[src/rtl/mrd_pkg.sv]
// Shared types and constants for the radix-5 pass sequencer and its helpers.
package mrd_pkg;

    localparam int SMP_W             = 18;
    localparam int RDX5_WORST_GROWTH = 3;
    // A pass can grow by at most RDX5_WORST_GROWTH bits, so headroom beyond that is never needed.
    localparam logic [1:0] MARGIN_MAX = 2'(RDX5_WORST_GROWTH);

    typedef logic signed [SMP_W-1:0] smp_t;
    typedef smp_t [4:0] rdx5_vec_t;

    typedef enum logic [1:0] {IDLE, ISSUE, DRAIN, DONE} fsm_e;

endpackage

[src/rtl/mrd_headroom10.sv]
// Minimum headroom over the 10 real/imag samples of one radix-5 butterfly output.
module mrd_headroom10
    import mrd_pkg::*;
(
    input  rdx5_vec_t  re_i,
    input  rdx5_vec_t  im_i,
    output logic [1:0] margin_o
);

    localparam smp_t LIM1 = 18'sd65536;
    localparam smp_t LIM2 = 18'sd32768;
    localparam smp_t LIM3 = 18'sd16384;

    // A sample with h redundant sign bits fits in the signed range of an (18-h)-bit word.
    function automatic logic [1:0] smp_headroom(input smp_t s);
        logic [1:0] h;
        if (s >= -LIM3 && s < LIM3)      h = 2'd3;
        else if (s >= -LIM2 && s < LIM2) h = 2'd2;
        else if (s >= -LIM1 && s < LIM1) h = 2'd1;
        else                             h = 2'd0;
        return h;
    endfunction

    always_comb begin
        margin_o = MARGIN_MAX;
        for (int i = 0; i < 5; i++) begin
            if (smp_headroom(re_i[i]) < margin_o) margin_o = smp_headroom(re_i[i]);
            if (smp_headroom(im_i[i]) < margin_o) margin_o = smp_headroom(im_i[i]);
        end
    end

endmodule

[src/rtl/mrd_rdx5_sched.sv]
// Radix-5 pass sequencer: credit-paced butterfly issue, drain tracking and
// block-floating-point margin/exponent reporting for the next pass.
module mrd_rdx5_sched
    import mrd_pkg::*;
#(
    parameter int IDX_W    = 12,
    parameter int RD_LAT   = 2,
    parameter int CORE_LAT = 3,
    parameter int CREDITS  = 8
)(
    input  logic             clk,
    input  logic             rst_n,
    input  logic             start,
    input  logic [IDX_W-1:0] n_bfly,
    input  logic [3:0]       exp_in,
    input  logic [1:0]       margin_in,
    output logic             rd_en,
    output logic [IDX_W-1:0] rd_idx,
    output logic             core_in_val,
    output logic [1:0]       core_margin,
    output logic [3:0]       core_exp,
    input  logic             core_out_val,
    input  rdx5_vec_t        core_dout_real,
    input  rdx5_vec_t        core_dout_imag,
    input  logic [3:0]       core_exp_out,
    input  logic             cred_ret,
    output logic             busy,
    output logic             done,
    output logic [3:0]       exp_out,
    output logic [1:0]       margin_out
);

    localparam int CRED_W = $clog2(CREDITS + 1);
    // Early credit returns can let in-flight exceed CREDITS, but never the issue-to-output latency.
    localparam int INFL_W = $clog2(CREDITS + RD_LAT + CORE_LAT + 2);

    fsm_e               state_q;
    logic [IDX_W-1:0]   n_q, k_q, rd_idx_q;
    logic [CRED_W-1:0]  cred_q, cred_d;
    logic [INFL_W-1:0]  infl_q, infl_d;
    logic [RD_LAT-1:0]  sr_q;
    logic [3:0]         exp_lat_q, exp_nxt_q, exp_out_q;
    logic [1:0]         margin_lat_q, acc_q, margin_out_q;
    logic               rd_en_q, busy_q, done_q;
    logic               issue_d;
    logic [1:0]         hr_w;

    mrd_headroom10 u_hr (
        .re_i     (core_dout_real),
        .im_i     (core_dout_imag),
        .margin_o (hr_w)
    );

    always_comb begin
        issue_d = (state_q == ISSUE) && (cred_q != '0);

        cred_d = cred_q;
        if (issue_d && !cred_ret)
            cred_d = cred_q - 1'b1;
        else if (!issue_d && cred_ret && cred_q != CRED_W'(CREDITS))
            cred_d = cred_q + 1'b1;

        infl_d = infl_q;
        if (issue_d && !core_out_val)
            infl_d = infl_q + 1'b1;
        else if (!issue_d && core_out_val && infl_q != '0)
            infl_d = infl_q - 1'b1;
    end

    always_ff @(posedge clk) begin
        if (!rst_n) begin
            state_q      <= IDLE;
            n_q          <= '0;
            k_q          <= '0;
            rd_idx_q     <= '0;
            cred_q       <= CRED_W'(CREDITS);
            infl_q       <= '0;
            sr_q         <= '0;
            exp_lat_q    <= '0;
            exp_nxt_q    <= '0;
            exp_out_q    <= '0;
            margin_lat_q <= '0;
            acc_q        <= MARGIN_MAX;
            margin_out_q <= MARGIN_MAX;
            rd_en_q      <= 1'b0;
            busy_q       <= 1'b0;
            done_q       <= 1'b0;
        end else begin
            cred_q  <= cred_d;
            infl_q  <= infl_d;
            sr_q    <= RD_LAT'({sr_q, rd_en_q});
            rd_en_q <= issue_d;
            done_q  <= 1'b0;

            if (core_out_val) begin
                acc_q     <= (hr_w < acc_q) ? hr_w : acc_q;
                exp_nxt_q <= core_exp_out;
            end

            case (state_q)
                IDLE: begin
                    if (start) begin
                        n_q          <= n_bfly;
                        k_q          <= '0;
                        exp_lat_q    <= exp_in;
                        margin_lat_q <= margin_in;
                        exp_nxt_q    <= exp_in;
                        acc_q        <= MARGIN_MAX;
                        if (n_bfly == '0) begin
                            state_q      <= DONE;
                            done_q       <= 1'b1;
                            busy_q       <= 1'b0;
                            exp_out_q    <= exp_in;
                            margin_out_q <= margin_in;
                        end else begin
                            state_q <= ISSUE;
                            busy_q  <= 1'b1;
                        end
                    end
                end
                ISSUE: begin
                    if (issue_d) begin
                        rd_idx_q <= k_q;
                        k_q      <= k_q + 1'b1;
                        if (k_q == n_q - 1'b1) state_q <= DRAIN;
                    end
                end
                DRAIN: begin
                    if (infl_q == '0) begin
                        state_q      <= DONE;
                        done_q       <= 1'b1;
                        busy_q       <= 1'b0;
                        exp_out_q    <= exp_nxt_q;
                        margin_out_q <= acc_q;
                    end
                end
                DONE: state_q <= IDLE;
                default: state_q <= IDLE;
            endcase
        end
    end

    assign rd_en       = rd_en_q;
    assign rd_idx      = rd_idx_q;
    assign core_in_val = sr_q[RD_LAT-1];
    assign core_margin = margin_lat_q;
    assign core_exp    = exp_lat_q;
    assign busy        = busy_q;
    assign done        = done_q;
    assign exp_out     = exp_out_q;
    assign margin_out  = margin_out_q;

endmodule

[config.mk]
export PLATFORM = sky130hd
export DESIGN_NAME = mrd_rdx5_sched
export DESIGN_NICKNAME = d
export VERILOG_FILES = /design/src/rtl/mrd_pkg.sv /design/src/rtl/mrd_headroom10.sv /design/src/rtl/mrd_rdx5_sched.sv
export SDC_FILE = /design/constraint.sdc
export NUM_CORES = 1
export LEC_CHECK = 0
export CAP_MARGIN = 25
export CORE_UTILIZATION = 43
export CTS_BUF_LIST = sky130_fd_sc_hd__clkbuf_16
export DETAILED_ROUTE_END_ITERATION = 12
export PLACE_DENSITY_LB_ADDON = 0.1
export SKIP_CTS_REPAIR_TIMING = 1
export SLEW_MARGIN = 20
export SYNTH_ARGS = -nofsm -noshare
export SYNTH_HDL_FRONTEND = slang
export SYNTH_SLANG_ARGS = --single-unit
[constraint.sdc]
create_clock -name clk -period 7.7 [get_ports clk]
set_input_delay 2.31 -clock clk [delete_from_list [all_inputs] [get_ports clk]]
set_output_delay 2.31 -clock clk [all_outputs]
set_load 0.01 [all_outputs]
### Yosys cells after proc, flatten, opt, wreduce, memory -nomap -nowiden

Cells that the tools add are included.

| storage, ports and cells | value |
|---|---|
| logic and storage cells | 234 |
| bits of input ports | 207 |
| output and inout bits | 28 |
| register bits after elaboration | 69 |

| operators by class | value |
|---|---|
| equal/unequal tests | 10 |
| $lt $le $gt $ge | 71 |
| mux-type cells | 76 |
| add/subtract/negate cells | 6 |
| reductions and logical operators | 55 |

Operators by type and width:

| kind | count |
|---|---|
| $ge 18x15->1 const B | 10 |
| $ge 18x16->1 const B | 10 |
| $ge 18x17->1 const B | 10 |
| $lt 18x16->1 const B | 10 |
| $lt 18x17->1 const B | 10 |
| $lt 18x18->1 const B | 10 |
| $mux 2 | 42 |
| $mux 4 | 10 |
| $logic_and 1x1->1 | 37 |
| $mux 12 | 2 |
| $pmux 12 s2 | 1 |
| $lt 2x2->1 | 10 |
| $mux 1 | 16 |
| $add 12x1->12 const B | 1 |
| $eq 12x12->1 | 1 |
| $logic_not 12->1 | 1 |
| $sub 12x1->12 const B | 1 |
| $add 4x1->4 const B | 2 |
| $ne 2x2->1 const B | 4 |
| $pmux 2 s4 | 1 |
| $pmux 4 s2 | 1 |
| $reduce_and 4->1 | 2 |
| $reduce_bool 2->1 | 4 |
| $reduce_bool 4->1 | 2 |
| 13 further kinds | 20 |

### Logic depth before layout (Yosys ltp)

Gate-level depths: netlist (run 1).

| logic depth | value |
|---|---|
| depth after elaboration | 30 |
| mapped depth | 23 |
| mapped depth without buffers | 23 |

### Cells and area by module

Synthesis (run 1) repeated with hierarchy kept, for this count alone.

| unflattened totals | value |
|---|---|
| cells, all modules | 569 |
| area, all modules | 4529.3 µm² |

By module, submodules not included:

| module | cells each | area each (µm²) | sequential area each (µm²) | times used |
|---|---|---|---|---|
| mrd_rdx5_sched | 447 | 3702.3 | 1381.3 | 1 |
| mrd_headroom10 | 122 | 827.0 | 0.0 | 1 |

### Least setup slack after synthesis (run 1)

OpenSTA, ideal clock, no wires.

| path | value |
|---|---|
| path type | input-to-reg |
| from | input port core_dout_real[16] in the netlist's numbering |
| to | register acc_q[0] |
| required time | 7.580 ns |
| setup slack | 1.890 ns |
| buffers on the path | 0 |
| cell stages on the path | 19 |
| library setup time | 0.120 ns |
| arrival | 5.690 ns |
| cells stage by stage | inv_1 > ha_1 > o211ai_1 > o22ai_1 > or2_2 > ha_1 > ha_1 > ha_1 > ha_1 > ha_1 > ha_1 > ha_1 > ha_1 > ha_1 > ha_1 > nand2b_1 > a21oi_1 > nand4_1 > o31a_1 |

| between the ends | value |
|---|---|
| longest elaborated chain between the ends | 30 |
| elaborated cells between the ends (all ways) | 37 |
| classes of those cells | order compare: 17; mux: 17; reduce/logical: 3 |

Ends and longest elaborated chain:

| what | line | source |
|---|---|---|
| start, declared | mrd_rdx5_sched.sv:23 | `input rdx5_vec_t core_dout_real,` |
| $ge 18x17->1 / $lt 18x18->1 (equally long branches) | mrd_headroom10.sv:19 | `else if (s >= -LIM1 && s < LIM1) h = 2'd1;` |
| $logic_and 1x1->1 | mrd_headroom10.sv:19 |  |
| $mux 1 | mrd_headroom10.sv:19 |  |
| $mux 2 | mrd_headroom10.sv:18 | `else if (s >= -LIM2 && s < LIM2) h = 2'd2;` |
| $mux 2 (*) | mrd_headroom10.sv:17 | `if (s >= -LIM3 && s < LIM3) h = 2'd3;` |
| $lt 2x2->1 | mrd_headroom10.sv:27 | `if (smp_headroom(re_i[i]) < margin_o) margin_o = smp_headroom(re_i[i]);` |
| $mux 2 (*) | mrd_headroom10.sv:27 |  |
| $lt 2x2->1 | mrd_headroom10.sv:28 | `if (smp_headroom(im_i[i]) < margin_o) margin_o = smp_headroom(im_i[i]);` |
| [14 not listed] | - |  |
| $mux 2 (*) | mrd_headroom10.sv:27 |  |
| $lt 2x2->1 | mrd_headroom10.sv:28 |  |
| $mux 2 (*) | mrd_headroom10.sv:28 |  |
| $lt 2x2->1 | mrd_rdx5_sched.sv:96 | `acc_q <= (hr_w < acc_q) ? hr_w : acc_q;` |
| $mux 2 (*) | mrd_rdx5_sched.sv:96 |  |
| $mux 2 (*) | mrd_rdx5_sched.sv:95 | `if (core_out_val) begin` |
| $mux 2 | mrd_rdx5_sched.sv:102 | `if (start) begin` |
| $mux 2 (*) | mrd_rdx5_sched.sv:100 | `case (state_q)` |
| end signal, assigned | mrd_rdx5_sched.sv:96 |  |
| end, declared | mrd_rdx5_sched.sv:43 | `logic [1:0] margin_lat_q, acc_q, margin_out_q;` |

Every way passes the cells marked *; elsewhere a longest branch is shown, timed or not.
A chain may end at the register's enable or synchronous reset.

### Worst setup path after layout (run 1)

| path | value |
|---|---|
| from | input port core_dout_real[17] in the netlist's numbering |
| to | register acc_q[0] |

The elaborated chain is that of the path after synthesis.

==> results of run 1 <==
-- worst max-delay path, delay by kind of cell --
kind                       cells  cell delay, ns
AOI/OAI and AO/OA              5            0.95
adders and majority gates     11            2.21
buffers and inverters          2            0.62
and+or+nand+nor                2            0.48
-- kinds of logic after synthesis --
family | share of synthesized area, %
buffers and inverters | 3.96
muxes | 3.09
adders and majority gates | 10.5
xor gates and xnor gates | 5.51
and+or+nand+nor | 27.8
DFF | 31.0
AOI/OAI and AO/OA | 18.1
-- layout by cell type (no fill, tap or decap), types with 10 or more instances in the layout --
master and count:
clkdlybuf4s50_1 121, nand2_1 97, dfxtp_1 69, a21boi_0 35, ha_1 34, inv_1 28, nor2_1 27, nand3_1 19
nor2b_1 18, a21oi_1 18, xnor2_1 18, o21ai_0 15, nor4_1 13, nor3_1 13, nand2b_1 12, or3_1 11
and2_1 11, xor2_1 10
-- where the power goes --
group	switching, mW	internal, mW
sequential	0.0569	0.416
clock	0.158	0.285
combinational	0.278	0.264
total	0.493	0.966
-- layer usage --
metal  wire [um]  part of all wire [%]
met5           0                     0
met4         187                   1.6
met3         846                   7.3
met2        5450                    47
met1        5120                    44
-- synthesized netlist by cell type (13+ instances only) --
cell / n
nand2_1: 97
a21oi_1: 18
nor2b_1: 18
a21boi_0: 35
dfxtp_1: 69
inv_1: 28
ha_1: 34
nor4_1: 13
nand3_1: 19
clkbuf_1: 18
nor3_1: 13
o21ai_0: 16
xnor2_1: 18
nor2_1: 27
-- state kept, by name, indices dropped and copies added, names as in the netlist --
signal	cells
exp_out	4
k_q	12
rd_en	1
state_q	2
core_margin	2
cred_q	4
margin_out	2
core_exp	4
busy	1
n_q	12
rd_idx	12
sr_q	2
done	1
infl_q	4
exp_nxt_q	4
acc_q	2
-- path summary, 6_finish.rpt --
kind                            slack (ns)                 from                      end  cells after the start
worst min-delay path                  0.44   sr_q[0]$_SDFF_PN0_       sr_q[1]$_SDFF_PN0_                      1
worst min register to register        0.44   sr_q[0]$_SDFF_PN0_       sr_q[1]$_SDFF_PN0_                      1
worst max register to register        4.50  n_q[3]$_SDFFE_PN0P_  state_q[1]$_SDFFE_PN0P_                      7
worst max-delay path                  1.35   core_dout_real[17]      acc_q[0]$_SDFF_PN1_                     20
-- area by class of cell --
class,count,share of cell area (%)
Multi-Input combinational cell,438,47.4
Sequential cell,69,22.6
Tap cell,133,2.73
Inverter,28,1.72
Clock buffer,9,3.69
Timing Repair Buffer,124,20.2
Clock inverter,7,1.62
-- metrics by stage --
stage | instances | utilization (%) | total power [mW]
floorplan | 554 | - | 0.830
global placement | 792 | 58.4 | 1.00
detailed placement | 792 | 58.4 | 1.02
CTS | 808 | 61.6 | 1.47
global route | 808 | 61.6 | 1.55
finish | 808 | 61.6 | 1.46
==> flow_metrics.env, run 1 <==
export IMPL_status="finished clean"
export IMPL_cts_tree="done"
export IMPL_clock_latency_ns=0.33
export IMPL_cp_common_cell="ha_1"
export IMPL_vdd_drop_max_mv=0.108
export IMPL_fillers=909
export IMPL_p_leak_nw=2.35
export IMPL_grt_max_degree=34
export IMPL_fp_row_count=36
export IMPL_initial_core_util_pct=44.9
export IMPL_drc=0
export IMPL_clockBufferDepth=2
export IMPL_maxCapViolations=0
export IMPL_synth_top_area_share_pct=31.0
export IMPL_hold_violations=0
export IMPL_met3_usage_pct=6.99
export IMPL_routedWlPerCell_um=14.4
export IMPL_clock_fmax_mhz=157
export IMPL_slowest_stage="clkdlybuf4s50_1"
export IMPL_grtUsageTotal_pct=22.4
export IMPL_first_iter_violations=113
export IMPL_via_per_inst=5.33
export IMPL_synth_area_leader_cell="dfxtp_1"
export IMPL_rsz0062_at_grt="false"
export IMPL_grt_pass1_vias=4222
export IMPL_clockRootBuffer="clkbuf_16"
export IMPL_yosys_most_used_dff="dfxtp_1"
export IMPL_num_vias=4310
export IMPL_avgSynthCellArea_um2=8.04
export IMPL_synth_nets=797
export IMPL_die_x_um=104
export IMPL_cts_num_sinks=69
export IMPL_holdWs_ns=0.438
export IMPL_fin_area_mm2=0.00610
export IMPL_top_level_ports=235
export IMPL_top_usage_layer="met2"
export IMPL_synth_edf_count=0
export IMPL_max_slew_worst_pin_slew_ns=0.926
export IMPL_max_stage_delay_ns=0.54
export IMPL_routabilityCongestion=0.844
export IMPL_cp_arrival_ns=6.57
export IMPL_synthCells=554
export IMPL_grt_first_pass_wirelength_um=19700
export IMPL_grt_overflow_total=0
export IMPL_htreeDepth=3
export IMPL_setup_viol=0
export IMPL_area_growth_pct=37.1
export IMPL_die_area_mm2=0.0108
export IMPL_place_area_mm2=0.00578
export IMPL_synth_cell_types=62
export IMPL_drt_first_pass_iters=4
export IMPL_use_met2_pct=38.3
export IMPL_tns_ns=0
export IMPL_setup_ws_ns=1.35
export IMPL_worstSetupPathType="in -> reg"
export IMPL_crit_fanout=4
export IMPL_drt_total_wl_um=11600
export IMPL_layout_min_cycle_time_ns=6.35
export IMPL_core_area_mm2=0.00991
export IMPL_use_met1_pct=27.0
export IMPL_post_dp_hpwl_um=9200
export IMPL_synth_area_leaders="dfxtp_1, ha_1, nand2_1, a21boi_0, xnor2_1"
export IMPL_critical_path_required_ns=7.92
export IMPL_path_cells="clkdlybuf4s50_1 > inv_1 > ha_1 > o211ai_1 > o21ai_0 > or2_2 > ha_1 > ha_1 > ha_1 > ha_1 > ha_1 > ha_1 > ha_1 > ha_1 > ha_1 > ha_1 > nand2b_1 > o32ai_1 > a32oi_1 > o31a_1"
export IMPL_end_kind="flop"
export IMPL_async_reset_ff_share_pct=0
export IMPL_path_clk_slew_ns=0.06
export IMPL_worstSetupStartpointType="primary input"
export IMPL_diodes=0
export IMPL_antenna_found_initial=0
export IMPL_multi_input_area_mm2=0.00290
export IMPL_powerDensity_mw_per_mm2=239
export IMPL_dp_slack_ns=0.995
export IMPL_cts_made_buffers=9
export IMPL_detail_route_antenna_nets=0
export IMPL_regArea_mm2=0.00138
export IMPL_fin_skew_ns=0.00839
export IMPL_synth_area_mm2=0.00445
export IMPL_finalNetCount=913
export IMPL_min_path_type="reg -> reg"
export IMPL_drive_gt1_share_pct=4.59
export IMPL_final_max_slew_viol_count=0
export IMPL_maxSlewHeadroom_pct=38.3
export IMPL_yosysWarnings=0
export IMPL_numPortBuffers=122
export IMPL_ys_seq_area_share_pct=31.0
export IMPL_min_period_over_period_pct=82.5
export IMPL_dieHeight_um=104
export IMPL_synth_seq_cells=69
(Power assumes the default switching activity.)
==> run 2, diff against run 1 <==
Settings changed: CORE_UTILIZATION 43 to 40.
Clock period 7.7 ns to 6.5 ns, I/O delays scaled along.
==> flow_metrics.env, run 2 (same netlist as run 1, synthesis figures left out) <==
export IMPL_layout_min_cycle_time_ns=6.04
export IMPL_finish_utilization_pct=55.7
export IMPL_fp_row_count=38
export IMPL_finalNetCount=913
export IMPL_power_total_mw=1.61
export IMPL_holdWs_ns=0.435
export IMPL_status="finished clean"
export IMPL_slowest_stage="clkdlybuf4s50_1"
export IMPL_setup_ws_ns=0.459
export IMPL_dp_slack_ns=0.107
export IMPL_die_x_um=108
export IMPL_regArea_mm2=0.00138
export IMPL_htreeDepth=3
export IMPL_crit_fanout=4
export IMPL_antenna_found_initial=0
export IMPL_clockRootBuffer="clkbuf_16"
export IMPL_drt_total_wl_um=11500
export IMPL_first_iter_violations=165
export IMPL_post_dp_hpwl_um=9120
export IMPL_worstSetupStartpointType="primary input"
export IMPL_grt_first_pass_wirelength_um=18600
export IMPL_wl_met2_um=5390
export IMPL_core_area_mm2=0.0108
export IMPL_setup_viol=0
export IMPL_max_slew_worst_pin_slew_ns=0.838
export IMPL_hold_violations=0
export IMPL_cts_made_buffers=9
export IMPL_diodes=0
export IMPL_cp_arrival_ns=6.26
export IMPL_grtUsageTotal_pct=20.8
export IMPL_dieHeight_um=108
export IMPL_min_period_over_period_pct=92.9
export IMPL_die_area_mm2=0.0116
export IMPL_vdd_drop_max_mv=0.151
export IMPL_routedWlPerCell_um=14.1
export IMPL_cp_common_cell="ha_1"
export IMPL_grt_pass1_vias=4059
export IMPL_final_common_cell="clkdlybuf4s50_1"
export IMPL_rsz0062_at_grt="false"
export IMPL_top_level_ports=235
export IMPL_drt_first_pass_iters=4
export IMPL_fillers=1001
export IMPL_detail_route_antenna_nets=0
export IMPL_area_growth_pct=35.6
export IMPL_clock_latency_ns=0.33
export IMPL_tns_ns=0
export IMPL_end_kind="flop"
export IMPL_final_max_slew_viol_count=0
export IMPL_grt_overflow_total=0
export IMPL_maxCapViolations=0
export IMPL_max_stage_delay_ns=0.54
export IMPL_drive_gt1_share_pct=3.71
export IMPL_num_vias=4213
export IMPL_worstSetupPathType="in -> reg"
export IMPL_highest_layer="met4"
export IMPL_via_per_inst=5.18
export IMPL_crit_buf_inv=2
export IMPL_powerDensity_mw_per_mm2=267
export IMPL_min_path_type="reg -> reg"
export IMPL_crit_family="adder cells"
export IMPL_clock_fmax_mhz=166
export IMPL_layout_common_cells="clkdlybuf4s50_1, nand2_1, dfxtp_1, a21boi_0, ha_1"
export IMPL_path_clk_slew_ns=0.05
export IMPL_clockBufferDepth=2
export IMPL_wl_met1_um=4920
export IMPL_numPortBuffers=122
export IMPL_maxSlewHeadroom_pct=43.6
export IMPL_fin_skew_ns=0.00353
export IMPL_critical_path_required_ns=6.72
export IMPL_routabilityCongestion=0.817
export IMPL_p_leak_nw=2.32
export IMPL_wl_met3_um=1060
export IMPL_multi_input_area_mm2=0.00290
export IMPL_drc=0
export IMPL_grt_max_degree=63
export IMPL_cts_tree="done"
export IMPL_path_cells="clkdlybuf4s50_1 > inv_1 > ha_1 > o211ai_1 > o22ai_1 > or2_2 > ha_1 > ha_1 > ha_1 > ha_1 > ha_1 > ha_1 > ha_1 > ha_1 > ha_1 > ha_1 > nand2b_1 > o32ai_1 > a32oi_1 > o31a_1"
export IMPL_initial_core_util_pct=41.1
export IMPL_cts_num_sinks=69
## run 2: power by group
part	internal, mW	leakage, nW	switching (mW)
Combinational	0.314	1.63	0.327
Clock	0.248	0.127	0.167
Sequential	0.494	0.563	0.0655
## run 2: through the flow
step                      area [um2]  cells
after floorplan                 4450    554
after global placement          5790    799
after detailed placement        5790    799
after CTS                       6040    813
after global routing            6040    813
final                           6040    813
## run 2: metal layers
metal  vias to the layer above  global-route usage, %
li1                       2173                      -
met1                      1922                   23.9
met2                       108                   33.9
met3                        10                   9.56
met4                         0                   6.75
met5                         -                      0
## run 2: layout make-up
class	instances	area share, %
timing repair buffer	124	20.5
multi-input combinational	438	47.9
sequential	69	22.9
inverter	28	1.74
clock inverter	5	0.352
tap	140	2.90
clock buffer	9	3.73
## run 2: worst paths after layout
path              depth (start not counted)  slack [ns]                start                      end
hold reg to reg                           1        0.44   sr_q[0]$_SDFF_PN0_       sr_q[1]$_SDFF_PN0_
setup reg to reg                          7        3.33  n_q[3]$_SDFFE_PN0P_  state_q[1]$_SDFFE_PN0P_
hold / removal                            1        0.44   sr_q[0]$_SDFF_PN0_       sr_q[1]$_SDFF_PN0_
setup / recovery                         20        0.46   core_dout_real[17]      acc_q[0]$_SDFF_PN1_
==> run 3, diff against run 2 <==
Settings changed: CORE_ASPECT_RATIO set to 0.7.
==> flow_metrics.env, run 3 (same netlist as run 1, synthesis figures left out) <==
export IMPL_status="finished clean"
export IMPL_layout_common_cells="clkdlybuf4s50_1, nand2_1, dfxtp_1, a21boi_0, ha_1"
export IMPL_worstSetupEndpoint="acc_q[0]$_SDFF_PN1_"
export IMPL_powerDensity_mw_per_mm2=292
export IMPL_routedWlPerCell_um=13.4
export IMPL_worstSetupPathType="in -> reg"
export IMPL_r2r_slack_ns=3.29
export IMPL_crit_buf_inv=2
export IMPL_seqPwrFrac_pct=31.0
export IMPL_crit_fanout=4
export IMPL_slowest_stage="clkdlybuf4s50_1"
export IMPL_instances_no_fill=823
export IMPL_min_path_type="reg -> reg"
export IMPL_top_level_ports=235
export IMPL_die_area_mm2=0.0116
export IMPL_clock_latency_ns=0.33
export IMPL_power_total_mw=1.80
export IMPL_highest_layer="met4"
export IMPL_wl_met3_um=586
export IMPL_finalNetCount=913
export IMPL_clkPwrFrac_pct=33.2
export IMPL_cp_common_cell="ha_1"
export IMPL_drt_total_wl_um=11000
export IMPL_r2r_end="state_q[1]$_SDFFE_PN0P_"
export IMPL_fp_row_count=31
export IMPL_clockRootBuffer="clkbuf_16"
export IMPL_die_x_um=128
export IMPL_dieHeight_um=90.3
export IMPL_max_slew_worst_pin_slew_ns=0.905
export IMPL_dp_cells=807
export IMPL_swShare_pct=32.3
export IMPL_numPortBuffers=122
export IMPL_routabilityCongestion=0.805
export IMPL_clockBufferDepth=2
export IMPL_vdd_drop_max_mv=0.164
export IMPL_final_max_slew_viol_count=0
export IMPL_max_stage_delay_ns=0.53
export IMPL_detail_route_antenna_nets=0
export IMPL_tns_ns=0
export IMPL_cts_tree="done"
export IMPL_layout_min_cycle_time_ns=6.08
export IMPL_grt_overflow_total=0
export IMPL_via_per_inst=5.16
export IMPL_critical_path_required_ns=6.72
export IMPL_first_iter_violations=224
export IMPL_hold_violations=0
export IMPL_crit_path_start="core_dout_real[17]"
export IMPL_p_leak_nw=2.37
export IMPL_maxSlewHeadroom_pct=39.5
export IMPL_cts_made_buffers=9
export IMPL_num_vias=4249
export IMPL_p_sw_mw=0.580
export IMPL_wl_met1_um=5430
export IMPL_grt_max_degree=39
export IMPL_drt_first_pass_iters=4
export IMPL_grtUsageTotal_pct=19.5
export IMPL_core_area_mm2=0.0106
export IMPL_grt_pass1_vias=4056
export IMPL_grt_first_pass_wirelength_um=18300
export IMPL_crit_family="adder cells"
export IMPL_wl_met2_um=4910
export IMPL_p_comb_share_pct=35.8
export IMPL_cts_num_sinks=69
export IMPL_cp_arrival_ns=6.30
export IMPL_worstSetupStartpointType="primary input"
export IMPL_end_kind="flop"
export IMPL_drive_gt1_share_pct=4.30
export IMPL_intPower_mw=1.22
export IMPL_path_clk_slew_ns=0.05
export IMPL_initial_core_util_pct=42.1
export IMPL_area_growth_pct=38.5
export IMPL_maxCapViolations=0
export IMPL_rsz0062_at_grt="false"
export IMPL_path_cells="clkdlybuf4s50_1 > inv_1 > ha_1 > o211ai_1 > o21ai_0 > or2_2 > ha_1 > ha_1 > ha_1 > ha_1 > ha_1 > ha_1 > ha_1 > ha_1 > ha_1 > ha_1 > nand2b_1 > o32ai_1 > a32oi_1 > o31a_1"
export IMPL_drc=0
export IMPL_htreeDepth=3
export IMPL_post_dp_hpwl_um=8530
export IMPL_min_period_over_period_pct=93.6
export IMPL_diodes=0
export IMPL_reg2regPathDepth=7
export IMPL_antenna_found_initial=0
export IMPL_fin_skew_ns=0.00706
export IMPL_cp_depth=20
export IMPL_setup_viol=0
export IMPL_r2r_start="n_q[3]$_SDFFE_PN0P_"
export IMPL_clock_fmax_mhz=164
export IMPL_final_common_cell="clkdlybuf4s50_1"
==> run 3: changes by cell type in the layout (fill, tap and decap cells not counted) <==
cell       previous run  this run
bufinv_16             0         4
clkinv_1              2         1
clkinv_2              2         1
clkinv_4              0         1
inv_1                29        28
==> run 3: layer usage <==
metal	up-vias	track usage [%]
li1	2175	-
met3	10	5.75
met1	1970	25.9
met2	94	31.3
met5	-	0
met4	0	4.12
==> run 3: cell type report <==
type	count	area (um2)
clock buffers	9	225
clock inverters	7	138
fillers	945	4420
inverters	28	105
multi-input cells	438	2900
flip-flops and latches	69	1380
well taps	148	185
repair buffers	124	1240
==> run 3: worst min-delay path by stage <==
stage | startpoint | to | slack (ns) | depth (start not counted)
final | sr_q[0]$_SDFF_PN0_ | sr_q[1]$_SDFF_PN0_ | 0.44 | 1
after global routing | sr_q[0]$_SDFF_PN0_ | sr_q[1]$_SDFF_PN0_ | 0.46 | 1
after CTS | sr_q[0]$_SDFF_PN0_ | sr_q[1]$_SDFF_PN0_ | 0.44 | 1
after floorplan | sr_q[0]$_SDFF_PN0_ | sr_q[1]$_SDFF_PN0_ | 0.41 | 1
after global placement | sr_q[0]$_SDFF_PN0_ | sr_q[1]$_SDFF_PN0_ | 0.42 | 1
after detailed placement | sr_q[0]$_SDFF_PN0_ | sr_q[1]$_SDFF_PN0_ | 0.42 | 1
==> run 3: stage by stage <==
step | instance area [um2] | setup WS (ns) | util (%) | hold WS, ns
after global placement | 5800 | 0.139 | 54.8 | 0.419
after detailed placement | 5800 | 0.0948 | 54.8 | 0.424
after CTS | 6170 | 0.403 | 58.2 | 0.440
final | 6170 | 0.417 | 58.2 | 0.435
after global routing | 6170 | 0.0671 | 58.2 | 0.460
after floorplan | 4450 | 1.05 | - | 0.412
==> run 3: power by group through the flow <==
stage	Combinational, mW	Sequential (mW)	Clock, mW
after floorplan	0.422	0.562	0
after global placement	0.622	0.564	0
after detailed placement	0.642	0.566	0
after CTS	0.648	0.558	0.605
after global routing	0.722	0.568	0.628
final	0.645	0.558	0.597
